[src/rtl/core_pkg.sv]
// Shared types and constants for the RV32I core run controller.
package core_pkg;

    localparam int XLEN_DEF = 32;
    localparam int REG_ZERO = 0;
    localparam int REG_A0   = 10;

    typedef enum logic [2:0] {
        ST_IDLE,
        ST_RESET,
        ST_RUN,
        ST_HALTED,
        ST_TIMEOUT
    } run_state_t;

endpackage

[src/rtl/sat_counter.sv]
// Up-counter with synchronous clear that sticks at all-ones instead of wrapping.
module sat_counter #(
    parameter int W = 32
) (
    input  logic         clk,
    input  logic         rst,
    input  logic         clr,
    input  logic         en,
    output logic [W-1:0] q
);

    always_ff @(posedge clk or posedge rst) begin
        if (rst)
            q <= '0;
        else if (clr)
            q <= '0;
        else if (en && (q != '1))
            q <= q + W'(1);
    end

endmodule

[src/rtl/core_run_ctrl.sv]
// Run controller for core_sc: reset sequencing, cycle/retire counting,
// PC self-loop halt detection, cycle timeout and result capture.
module core_run_ctrl
    import core_pkg::*;
#(
    parameter int XLEN        = XLEN_DEF,
    parameter int CNT_W       = 32,
    parameter int RST_CYCLES  = 3,
    parameter int MAX_CYCLES  = 50,
    parameter int HALT_REPEAT = 2,
    parameter int RESULT_REG  = REG_A0,
    parameter int PASS_VALUE  = 0
) (
    input  logic             clk,
    input  logic             rst,
    input  logic             start,
    input  logic [XLEN-1:0]  pc,
    input  logic             retire,
    input  logic             rd_we,
    input  logic [4:0]       rd_addr,
    input  logic [XLEN-1:0]  rd_data,
    output logic             core_rst,
    output logic             running,
    output logic             done,
    output logic             timeout,
    output logic             pass,
    output logic [CNT_W-1:0] cycle_cnt,
    output logic [CNT_W-1:0] retire_cnt,
    output logic [XLEN-1:0]  halt_pc,
    output logic [XLEN-1:0]  result
);

    localparam int RCW = (RST_CYCLES > 1) ? $clog2(RST_CYCLES) : 1;
    localparam int RPW = $clog2(HALT_REPEAT + 1);

    localparam logic [RCW-1:0]   RST_LOAD = RCW'(RST_CYCLES - 1);
    localparam logic [RPW-1:0]   HALT_R   = RPW'(HALT_REPEAT);
    localparam logic [CNT_W-1:0] MAX_M1   = CNT_W'(MAX_CYCLES - 1);
    localparam logic [XLEN-1:0]  PASS_V   = XLEN'(PASS_VALUE);
    localparam logic [4:0]       RES_IDX  = 5'(RESULT_REG);
    localparam logic [4:0]       ZERO_IDX = 5'(REG_ZERO);

    run_state_t      state, state_nx;
    logic [RCW-1:0]  rst_cnt, rst_cnt_nx;
    logic [RPW-1:0]  repeat_cnt, rep_nx;
    logic [XLEN-1:0] prev_pc, result_nx;
    logic            in_run, launch, same_pc, halt_hit, tmo_hit, wr_hit;

    // A zero repeat_cnt means no PC has retired yet, so prev_pc is not valid.
    assign in_run    = (state == ST_RUN);
    assign launch    = start && ((state == ST_IDLE) || (state == ST_HALTED) || (state == ST_TIMEOUT));
    assign same_pc   = (repeat_cnt != '0) && (pc == prev_pc);
    assign rep_nx    = same_pc ? (repeat_cnt + RPW'(1)) : RPW'(1);
    assign halt_hit  = in_run && retire && (rep_nx >= HALT_R);
    assign tmo_hit   = in_run && (cycle_cnt == MAX_M1);
    assign wr_hit    = in_run && rd_we && (rd_addr == RES_IDX) && (rd_addr != ZERO_IDX);
    assign result_nx = wr_hit ? rd_data : result;

    // core_rst follows rst asynchronously so the core is held the instant rst rises.
    assign core_rst = rst | (state != ST_RUN);

    always_ff @(posedge clk or posedge rst) begin
        if (rst) begin
            state   <= ST_IDLE;
            rst_cnt <= '0;
        end else begin
            state   <= state_nx;
            rst_cnt <= rst_cnt_nx;
        end
    end

    always_comb begin
        state_nx   = state;
        rst_cnt_nx = rst_cnt;
        case (state)
            ST_IDLE, ST_HALTED, ST_TIMEOUT: begin
                if (start) begin
                    state_nx   = ST_RESET;
                    rst_cnt_nx = RST_LOAD;
                end
            end
            ST_RESET: begin
                if (rst_cnt == '0)
                    state_nx = ST_RUN;
                else
                    rst_cnt_nx = rst_cnt - RCW'(1);
            end
            ST_RUN: begin
                if (halt_hit)
                    state_nx = ST_HALTED;
                else if (tmo_hit)
                    state_nx = ST_TIMEOUT;
            end
            default: state_nx = ST_IDLE;
        endcase
    end

    always_ff @(posedge clk or posedge rst) begin
        if (rst) begin
            running    <= 1'b0;
            done       <= 1'b0;
            timeout    <= 1'b0;
            pass       <= 1'b0;
            prev_pc    <= '0;
            repeat_cnt <= '0;
            result     <= '0;
            halt_pc    <= '0;
        end else begin
            running <= (state_nx == ST_RUN);
            done    <= (state_nx == ST_HALTED);
            timeout <= (state_nx == ST_TIMEOUT);
            if (launch) begin
                pass       <= 1'b0;
                prev_pc    <= '0;
                repeat_cnt <= '0;
                result     <= '0;
                halt_pc    <= '0;
            end else if (in_run) begin
                result <= result_nx;
                if (retire) begin
                    repeat_cnt <= rep_nx;
                    prev_pc    <= pc;
                end
                // The halting cycle's own writeback counts toward pass.
                if (halt_hit) begin
                    halt_pc <= pc;
                    pass    <= (result_nx == PASS_V);
                end
            end
        end
    end

    sat_counter #(.W(CNT_W)) u_cycle_cnt (
        .clk (clk),
        .rst (rst),
        .clr (launch),
        .en  (in_run),
        .q   (cycle_cnt)
    );

    sat_counter #(.W(CNT_W)) u_retire_cnt (
        .clk (clk),
        .rst (rst),
        .clr (launch),
        .en  (in_run && retire),
        .q   (retire_cnt)
    );

endmodule

[config.mk]
export PLATFORM = sky130hd
export DESIGN_NAME = core_run_ctrl
export DESIGN_NICKNAME = d
export VERILOG_FILES = /design/src/rtl/core_pkg.sv /design/src/rtl/sat_counter.sv /design/src/rtl/core_run_ctrl.sv
export SDC_FILE = /design/constraint.sdc
export NUM_CORES = 1
export LEC_CHECK = 0
export CAP_MARGIN = 20
export CELL_PAD_IN_SITES_DETAIL_PLACEMENT = 0
export CELL_PAD_IN_SITES_GLOBAL_PLACEMENT = 1
export CORE_ASPECT_RATIO = 1.25
export CORE_MARGIN = 3
export CORE_UTILIZATION = 34
export DETAILED_ROUTE_END_ITERATION = 7
export GPL_TIMING_DRIVEN = 0
export PLACE_DENSITY_LB_ADDON = 0.12
export RECOVER_POWER = 100
export SLEW_MARGIN = 0
export SYNTH_ARGS = -nofsm -noshare
export SYNTH_HDL_FRONTEND = slang
export SYNTH_SLANG_ARGS = --single-unit
[constraint.sdc]
create_clock -name clk -period 5.07 [get_ports clk]
set_input_delay 0.507 -clock clk [delete_from_list [all_inputs] [get_ports clk]]
set_output_delay 0.507 -clock clk [all_outputs]
set_load 0.02 [all_outputs]
==> impl_metrics.py, run 1 <==
metrics = {
    "status": {
        "outcome": "finished, violations left",
        "failed_checks": "max-capacitance violations, max-slew violations",
    },
    "finish": {
        "post-route-util": 0.4761,
        "ratio_of_cells_with_drive_above_1_in_the_final_layout": 0.04457,
        "finish.net_count": 1144,
        "syn2layout_area_growth_pct": 36.27,
        "number_of_diodes_added_for_antenna_fixing": 0,
        "filler_cell_count": 2250,
    },
    "setup_path": {
        "critPathMaxStageDelay_ns": 1.52,
        "crit_path_top_delay_cell": "nor4_1",
        "critical_path_peak_fanout": 10,
        "crit_path_buffers_inverters": 3,
        "setup.worst_path.end_class": "register",
        "timing_worst_setup_path_type": "input pin to register",
        "ff2ff_path_depth": 7,
        "cp_top_family": "simple AND/OR/NAND/NOR gates",
        "timing.critical_path.cells": "dlygate4sd3_1 > and4bb_1 > clkbuf_1 > o2111ai_1 > nor4_1 > clkbuf_1 > nand2_1 > o21ai_0",
        "critical_path.most_common_cell": "clkbuf_1",
        "cp_data_required_time_ns": 5.41,
        "critPathLaunchType": "input pin",
        "critPathArrivalTime_ns": 4.09,
        "worstSetupPathDepth": 8,
    },
    "pwr": {
        "pwr_density_cell_mw_per_mm2": 348.4,
        "p_leak_nw": 5.142,
        "design_power_total_mw": 3.847,
        "ir_worst_vdd_uv": 274.8,
    },
    "placement": {
        "placed_wire_length_estimate_after_detailed_placement_mm": 18.61,
        "placement.io_buffers": 206,
        "place_congestion": 0.7909,
    },
    "clock_network": {
        "count_of_cells_resized_by_post_cts_repair": 0,
        "cts_htree_levels": 4,
        "cts_setup_buffers": 0,
        "tritoncts.num_buffers": 17,
        "cts_hold_buffers": 0,
        "clk_pin_slew_ns": 0.07,
        "cts_tree": "built",
        "worstSkewPairLatency_ns": 0.43,
        "clock_tree.buffer_depth": 2,
        "clock-root-buffer": "clkbuf_16",
        "tritoncts_num_sinks": 171,
    },
    "worst_hold_path": {
        "min_path_type": "register to register",
        "worst_hold_path.num_cells": 1,
    },
    "grt": {
        "grtUsageTotal": 0.1947,
        "largest_net_degree_at_the_start_of_global_routing": 41,
        "first_global_vias": 7013,
        "globalRouteOverflowTotal": 0,
        "antenna_found_initial": 0,
        "grt_first_pass_wirelength_mm": 39.25,
    },
    "synthesis": {
        "synth_async_sr_flop_share": 1.000,
        "yosysMostFrequentCell": "dfrtp_1",
        "synth_top_cell_by_area": "dfrtp_1",
        "syn_inst": 835,
        "post_synth.cell_area_avg_um2": 9.705,
        "yosys-top-cells-area": "dfrtp_1, nand2_1, xor2_1, o21ai_0, a22o_1",
        "syn-num-nets": 914,
        "synthesis_warning_total": 0,
        "netlist.area_leader.share": 0.5280,
        "mappedNetlistArea_mm2": 0.008104,
        "edff_count_synth": 0,
        "synth_common_cells": "dfrtp_1, nand2_1, o21ai_0",
        "postSynth.topFlopCell": "dfrtp_1",
        "synthesis_stage_register_bit_count": 171,
        "synth_cell_type_count": 57,
        "seq_area_frac_synth": 0.5280,
    },
    "timing": {
        "timing.hold.ws_ns": 0.4856,
        "achievable-frequency_mhz": 266.7,
        "fin_crit_sh": 0.7395,
        "max_slew_margin": -0.4891,
        "finalClockSkew_ns": 0.01481,
        "worst_slew_pin_slew_ns": 2.234,
        "unrepaired_setup_endpoints_after_global_routing": "false",
        "final-max-slew-violation-count": 108,
        "finalWorstPathRequiredPeriod_ns": 3.749,
        "fin_setup_tns_ns": 0,
        "setup-violations-final": 0,
        "finalHoldViolations": 0,
    },
    "die": {
        "fp.dieH_um": 178.6,
        "boundaryPins": 207,
        "floorplan.die_area_mm2": 0.02574,
        "std_cell_rows": 62,
        "die_w_um": 144.1,
        "core_region_area_mm2": 0.02319,
        "start_util": 0.3494,
    },
    "route": {
        "drt_iter0_markers": 304,
        "dr_total_vias": 7005,
        "wl_per_cell_um": 18.19,
        "viasPerCell": 5.132,
        "final_antenna_net_count": 0,
        "drt-total-wl_mm": 24.83,
        "drt-pass1-iter-count": 4,
        "detail_route.drc_violations": 0,
    },
    "flow_run": {
        "timing.max_cap.violations": 4,
    },
}
## layout make-up
cell class                 instances  area (um2)  share of cell area
clock inverter                    12       112.6             0.01020
sequential                       171        4279              0.3875
timing repair buffer             211        2097              0.1899
tap                              288       360.3             0.03263
clock buffer                      19       432.9             0.03920
buffer                            37       163.9             0.01484
multi-input combinational        610        3532              0.3199
inverter                          17       65.06            0.005892
## power by group
| group | internal, mW | switching [mW] | total (mW) |
|---|---|---|---|
| Sequential | 1.54 | 0.144 | 1.69 |
| Combinational | 0.321 | 0.595 | 0.915 |
| Clock | 0.679 | 0.567 | 1.25 |
## cell usage in the layout (no fill, tap or decap), types with 10 or more instances in the layout
cell and instances:
nor2_1 65, clkbuf_16 17, nand2_1 156, dlygate4sd3_1 136, xor2_1 55, inv_1 16
nand3_1 36, and3_1 11, a22o_1 33, a21oi_1 10, xnor2_1 19, nand4_1 34
nor3_1 16, clkbuf_1 36, clkdlybuf4s50_1 70, dfrtp_1 171, nor4_1 30, o21ai_0 74
## routing by layer
layer  wire length (um)  vias up  global-route usage
met5                  0        -                   0
met4                199        0             0.04160
met3                835       12             0.03433
met2              13080      141              0.3401
met1              10710     3449              0.2519
li1                   -     3403                   -
## cell families after synthesis
group	Yosys count	synth area share
multiplexers	4	0.004941
adder cells (fa/ha/maj)	5	0.007720
AO/OA/AOI/OAI	136	0.1071
buffers and inverters	54	0.03041
flip-flops	171	0.5280
AND/OR/NAND/NOR	391	0.2418
XOR/XNOR	74	0.07998
## flip-flops by register name, indices dropped and copies added, names as in the netlist
register / flops
halt_pc: 32
prev_pc: 32
result: 32
u_cycle_cnt.q: 32
u_retire_cnt.q: 32
state: 3
repeat_cnt: 2
rst_cnt: 2
done: 1
pass: 1
running: 1
timeout: 1
## through the flow
| step | cell area [um2] | worst slack, ns | instances |
|---|---|---|---|
| 2_1_floorplan | 8108 | 0.9780 | 835 |
| 3_3_place_gp | 10530 | -0.9414 | 1329 |
| 3_5_place_dp | 10630 | 1.849 | 1334 |
| 4_1_cts | 11180 | 2.204 | 1365 |
| 5_1_grt | 11040 | 1.059 | 1365 |
| 6_report | 11040 | 1.321 | 1365 |
## path summary, 6_finish.rpt
| check | startpoint | to | slack [ns] |
|---|---|---|---|
| max in group asynchronous | rst | prev_pc[14]$_DFFE_PP0P_ | 1.85 |
| worst min register to register | repeat_cnt[0]$_DFFE_PP0P_ | repeat_cnt[0]$_DFFE_PP0P_ | 0.49 |
| worst max register to register | state[2]$_DFF_PP0_ | halt_pc[27]$_DFFE_PP0P_ | 1.43 |
| worst max-delay path | retire | halt_pc[27]$_DFFE_PP0P_ | 1.32 |
| worst min-delay path | repeat_cnt[0]$_DFFE_PP0P_ | repeat_cnt[0]$_DFFE_PP0P_ | 0.49 |
| min in group asynchronous | rst | result[22]$_DFFE_PP0P_ | 0.68 |
(Power assumes the default switching activity.)
==> run 2: changes to the inputs <==
--- a/config.mk
+++ b/config.mk
@@ -10,7 +10,7 @@
 export CELL_PAD_IN_SITES_GLOBAL_PLACEMENT = 1
 export CORE_ASPECT_RATIO = 1.25
 export CORE_MARGIN = 3
-export CORE_UTILIZATION = 34
+export CORE_UTILIZATION = 35
 export DETAILED_ROUTE_END_ITERATION = 7
 export GPL_TIMING_DRIVEN = 0
 export PLACE_DENSITY_LB_ADDON = 0.12
==> constraint.sdc (replaced) <==
create_clock -name clk -period 3.8 [get_ports clk]
set_input_delay 0.38 -clock clk [delete_from_list [all_inputs] [get_ports clk]]
set_output_delay 0.38 -clock clk [all_outputs]
set_load 0.02 [all_outputs]
==> impl_metrics.py, run 2 (same netlist as run 1, synthesis figures left out) <==
metrics = {
    "grt": {
        "grt_first_pass_wirelength_mm": 39.50,
        "globalRouteOverflowTotal": 0,
        "first_global_vias": 7103,
        "antenna_found_initial": 0,
        "grtUsageTotal": 0.1999,
        "largest_net_degree_at_the_start_of_global_routing": 40,
    },
    "clock_network": {
        "clock-root-buffer": "clkbuf_16",
        "cts_tree": "built",
        "cts_htree_levels": 4,
        "clk_pin_slew_ns": 0.07,
        "cts_hold_buffers": 0,
        "tritoncts.num_buffers": 17,
        "count_of_cells_resized_by_post_cts_repair": 0,
        "clock_tree.buffer_depth": 2,
        "tritoncts_num_sinks": 171,
        "worstSkewPairLatency_ns": 0.43,
        "cts_setup_buffers": 0,
    },
    "timing": {
        "achievable-frequency_mhz": 328.7,
        "setup-violations-final": 0,
        "fin_crit_sh": 0.8006,
        "final-max-slew-violation-count": 25,
        "finalHoldViolations": 0,
        "worst_slew_pin_slew_ns": 1.519,
        "finalWorstPathRequiredPeriod_ns": 3.042,
        "max_slew_margin": -0.01263,
        "finalClockSkew_ns": 0.01463,
        "fin_setup_tns_ns": 0,
        "unrepaired_setup_endpoints_after_global_routing": "false",
    },
    "finish": {
        "ratio_of_cells_with_drive_above_1_in_the_final_layout": 0.05195,
        "multi_input_area_mm2": 0.003548,
        "layout.cells.most_common_list": "dfrtp_1, nand2_1, dlygate4sd3_1",
        "sequential_cell_area_mm2": 0.004279,
        "finish.net_count": 1144,
        "syn2layout_area_growth_pct": 37.46,
        "number_of_diodes_added_for_antenna_fixing": 0,
        "post-route-util": 0.4947,
        "filler_cell_count": 2159,
        "final_common_cell": "dfrtp_1",
    },
    "flow_run": {
        "timing.max_cap.violations": 1,
    },
    "status": {
        "outcome": "finished, violations left",
        "failed_checks": "max-capacitance violations, max-slew violations",
    },
    "die": {
        "boundaryPins": 207,
        "floorplan.die_area_mm2": 0.02503,
        "start_util": 0.3599,
        "core_region_area_mm2": 0.02252,
        "fp.dieH_um": 176.1,
        "die_w_um": 142.1,
        "std_cell_rows": 61,
    },
    "route": {
        "detail_route.drc_violations": 0,
        "wl_per_cell_um": 18.12,
        "final_antenna_net_count": 0,
        "dr_total_vias": 6942,
        "viasPerCell": 5.101,
        "drt_iter0_markers": 313,
        "drt-total-wl_mm": 24.66,
        "drt-pass1-iter-count": 5,
    },
    "placement": {
        "placement.io_buffers": 206,
        "place_congestion": 0.7852,
        "placed_wire_length_estimate_after_detailed_placement_mm": 18.25,
    },
    "pwr": {
        "ir_worst_vdd_uv": 308.6,
        "p_leak_nw": 5.207,
        "pwr_density_cell_mw_per_mm2": 465.7,
    },
    "setup_path": {
        "critPathMaxStageDelay_ns": 0.47,
        "cp_data_required_time_ns": 4.10,
        "critPathLaunchType": "register",
        "critPathArrivalTime_ns": 3.35,
        "critical_path_peak_fanout": 10,
        "timing.critical_path.cells": "and4bb_1 > clkbuf_1 > o2111ai_1 > nand3b_1 > nor4_1 > and2_0 > clkbuf_1 > buf_6 > o21ai_0",
        "crit_path_top_delay_cell": "dfrtp_1",
        "critical_path.most_common_cell": "clkbuf_1",
        "timing_worst_setup_path_type": "register to register",
        "setup.worst_path.end_class": "register",
    },
    "worst_hold_path": {
        "min_path_type": "input pin to async pin",
    },
}
-- run 2: report_power, final --
part	leakage (nW)	internal (mW)	total [mW]	switching, mW
registers	2.36	2.06	2.26	0.201
clock network	0.286	0.887	1.71	0.825
logic	2.56	0.440	1.22	0.780
-- run 2: per-stage QoR --
stage	power (mW)	instance area, um2	setup WS, ns	hold slack [ns]	std cells
floorplan	3.015	8108	-0.03797	0.4402	835
global placement	3.524	10520	-1.948	0.4551	1324
detailed placement	3.562	10630	0.7310	0.4775	1329
CTS	5.286	11200	0.9869	0.3402	1361
global route	5.491	11140	0.4521	0.4913	1361
finish	5.188	11140	0.7577	0.4603	1361
-- run 2: layout make-up --
cell class	instances	area share
clock inverters	14	0.01191
flip-flops and latches	171	0.3841
plain buffers	37	0.01483
well taps	283	0.03179
clock buffers	18	0.03943
inverters	17	0.006065
repair buffers	211	0.1933
multi-input cells	610	0.3185
-- run 2: worst paths after layout --
kind | startpoint | cells past startpoint | slack [ns] | endpoint
setup / recovery | state[2]$_DFF_PP0_ | 9 | 0.76 | halt_pc[4]$_DFFE_PP0P_
hold / removal | rst | 2 | 0.46 | u_cycle_cnt.q[27]$_DFFE_PP0P_
setup reg to reg | state[2]$_DFF_PP0_ | 9 | 0.76 | halt_pc[4]$_DFFE_PP0P_
hold reg to reg | repeat_cnt[0]$_DFFE_PP0P_ | 1 | 0.48 | repeat_cnt[0]$_DFFE_PP0P_
max in group asynchronous | rst | 5 | 1.31 | halt_pc[9]$_DFFE_PP0P_
min in group clk | repeat_cnt[0]$_DFFE_PP0P_ | 1 | 0.48 | repeat_cnt[0]$_DFFE_PP0P_
-- run 2: worst max-delay path: cells and delay by family (launching register included) --
kind / cells / cell delay, ns
buf+inv: 3 / 1.08
simple gates: 4 / 0.98
flops: 1 / 0.47
compound gates: 2 / 0.40
-- run 2: per-layer routing --
| layer | track usage | vias to the layer above | share of wire |
|---|---|---|---|
| met5 | 0 | - | 0 |
| met4 | 0.04920 | 0 | 0.011 |
| met3 | 0.03576 | 17 | 0.034 |
| met2 | 0.3404 | 150 | 0.51 |
| met1 | 0.2638 | 3376 | 0.44 |
| li1 | - | 3399 | - |
==> run 3: changes to the inputs <==
==> constraint.sdc (replaced) <==
create_clock -name clk -period 3.05 [get_ports clk]
set_input_delay 0.305 -clock clk [delete_from_list [all_inputs] [get_ports clk]]
set_output_delay 0.305 -clock clk [all_outputs]
set_load 0.02 [all_outputs]
==> impl_metrics.py, run 3 (same netlist as run 1, synthesis figures left out) <==
metrics = {
    "grt": {
        "grt_first_pass_wirelength_mm": 39.50,
        "globalRouteOverflowTotal": 0,
        "first_global_vias": 7103,
        "largest_net_degree_at_the_start_of_global_routing": 40,
        "antenna_found_initial": 0,
        "grtUsageTotal": 0.1999,
    },
    "clock_network": {
        "cts_htree_levels": 4,
        "cts_hold_buffers": 0,
        "clock-root-buffer": "clkbuf_16",
        "cts_setup_buffers": 0,
        "worstSkewPairLatency_ns": 0.43,
        "clock_tree.buffer_depth": 2,
        "tritoncts_num_sinks": 171,
        "tritoncts.num_buffers": 17,
        "clk_pin_slew_ns": 0.07,
        "count_of_cells_resized_by_post_cts_repair": 0,
        "cts_tree": "built",
    },
    "timing": {
        "worst_slew_pin_slew_ns": 1.512,
        "unrepaired_setup_endpoints_after_global_routing": "false",
        "setup-violations-final": 0,
        "finalClockSkew_ns": 0.01468,
        "max_slew_margin": -0.007894,
        "finalHoldViolations": 0,
        "achievable-frequency_mhz": 369.3,
        "fin_crit_sh": 0.8878,
        "final-max-slew-violation-count": 25,
        "finalWorstPathRequiredPeriod_ns": 2.708,
    },
    "finish": {
        "layout.cells.most_common_list": "dfrtp_1, nand2_1, dlygate4sd3_1",
        "sequential_cell_area_mm2": 0.004279,
        "finish.net_count": 1144,
        "final_common_cell": "dfrtp_1",
        "multi_input_area_mm2": 0.003552,
        "layout.cells.non_filler": 1361,
        "ratio_of_cells_with_drive_above_1_in_the_final_layout": 0.05380,
        "number_of_diodes_added_for_antenna_fixing": 0,
        "post-route-util": 0.4952,
        "syn2layout_area_growth_pct": 37.58,
        "filler_cell_count": 2159,
    },
    "route": {
        "viasPerCell": 5.084,
        "wl_per_cell_um": 18.09,
        "final_antenna_net_count": 0,
        "drt_iter0_markers": 296,
        "drt-pass1-iter-count": 5,
        "drt-total-wl_mm": 24.62,
        "dr_total_vias": 6920,
        "detail_route.drc_violations": 0,
    },
    "setup_path": {
        "timing.critical_path.cells": "dlygate4sd3_1 > clkinvlp_4 > buf_16 > nand2_1 > dlygate4sd3_1",
        "cp_data_required_time_ns": 2.74,
        "critPathLaunchType": "input pin",
        "setup.worst_path.end_class": "output port",
        "critical_path_peak_fanout": 22,
        "critPathMaxStageDelay_ns": 0.68,
        "cp_top_family": "buffers and inverters",
        "timing_worst_setup_path_type": "input pin to output port",
        "critPathArrivalTime_ns": 2.40,
        "critical_path.most_common_cell": "dlygate4sd3_1",
        "crit_path_buffers_inverters": 4,
        "crit_path_top_delay_cell": "dlygate4sd3_1",
    },
    "die": {
        "std_cell_rows": 61,
        "die_w_um": 142.1,
        "start_util": 0.3599,
        "fp.dieH_um": 176.1,
        "boundaryPins": 207,
        "floorplan.die_area_mm2": 0.02503,
        "core_region_area_mm2": 0.02252,
    },
    "status": {
        "outcome": "finished, violations left",
        "failed_checks": "max-capacitance violations, max-slew violations",
    },
    "pwr": {
        "pwr_density_cell_mw_per_mm2": 578.3,
        "ir_worst_vdd_uv": 381.9,
        "design_power_total_mw": 6.447,
        "p_leak_nw": 5.216,
    },
    "placement": {
        "dp.cells": 1329,
        "placement.io_buffers": 206,
        "place_congestion": 0.7852,
        "placed_wire_length_estimate_after_detailed_placement_mm": 18.25,
    },
    "flow_run": {
        "timing.max_cap.violations": 1,
    },
    "worst_hold_path": {
        "min_path_type": "input pin to async pin",
    },
}
## run 3: worst paths after layout
kind | from | to | slack (ns) | cells past startpoint
setup / recovery | rst | core_rst | 0.34 | 5
hold / removal | rst | u_cycle_cnt.q[27]$_DFFE_PP0P_ | 0.39 | 2
setup reg to reg | u_cycle_cnt.q[0]$_DFFE_PP0P_ | u_cycle_cnt.q[0]$_DFFE_PP0P_ | 0.40 | 8
hold reg to reg | repeat_cnt[0]$_DFFE_PP0P_ | repeat_cnt[0]$_DFFE_PP0P_ | 0.48 | 1
max in group asynchronous | rst | halt_pc[9]$_DFFE_PP0P_ | 0.64 | 5
min in group clk | repeat_cnt[0]$_DFFE_PP0P_ | repeat_cnt[0]$_DFFE_PP0P_ | 0.48 | 1
## run 3: metrics by stage
stage / hold WS, ns / area [um2] / setup TNS (ns) / setup WS, ns
2_1_floorplan: 0.4218 / 8108 / -0.6380 / -0.6380
3_3_place_gp: 0.4551 / 10520 / -190.94 / -2.548
3_5_place_dp: 0.4775 / 10630 / 0 / 0.05603
4_1_cts: 0.2652 / 11200 / 0 / 0.3869
5_1_grt: 0.4203 / 11150 / 0 / 0.1265
6_report: 0.3857 / 11150 / 0 / 0.3422
## run 3: layout make-up
class | count | share of cell area
plain buffers | 37 | 0.01537
clock buffers | 18 | 0.03939
clock inverters | 14 | 0.01190
inverters | 17 | 0.006060
multi-input cells | 610 | 0.3186
flip-flops and latches | 171 | 0.3838
well taps | 283 | 0.03176
repair buffers | 211 | 0.1931
## run 3: layer usage
| layer | vias to the layer above | global-route usage | part of all wire |
|---|---|---|---|
| li1 | 3400 | - | - |
| met1 | 3358 | 0.2638 | 0.44 |
| met2 | 141 | 0.3404 | 0.51 |
| met3 | 21 | 0.03576 | 0.034 |
| met4 | 0 | 0.04920 | 0.012 |
| met5 | - | 0 | 0 |
## run 3: report_power, final
part / switching [mW] / internal, mW / leakage, nW / total, mW
sequential: 0.243 / 2.56 / 2.36 / 2.80
combinational: 0.969 / 0.546 / 2.57 / 1.51
clock: 1.02 / 1.10 / 0.286 / 2.13
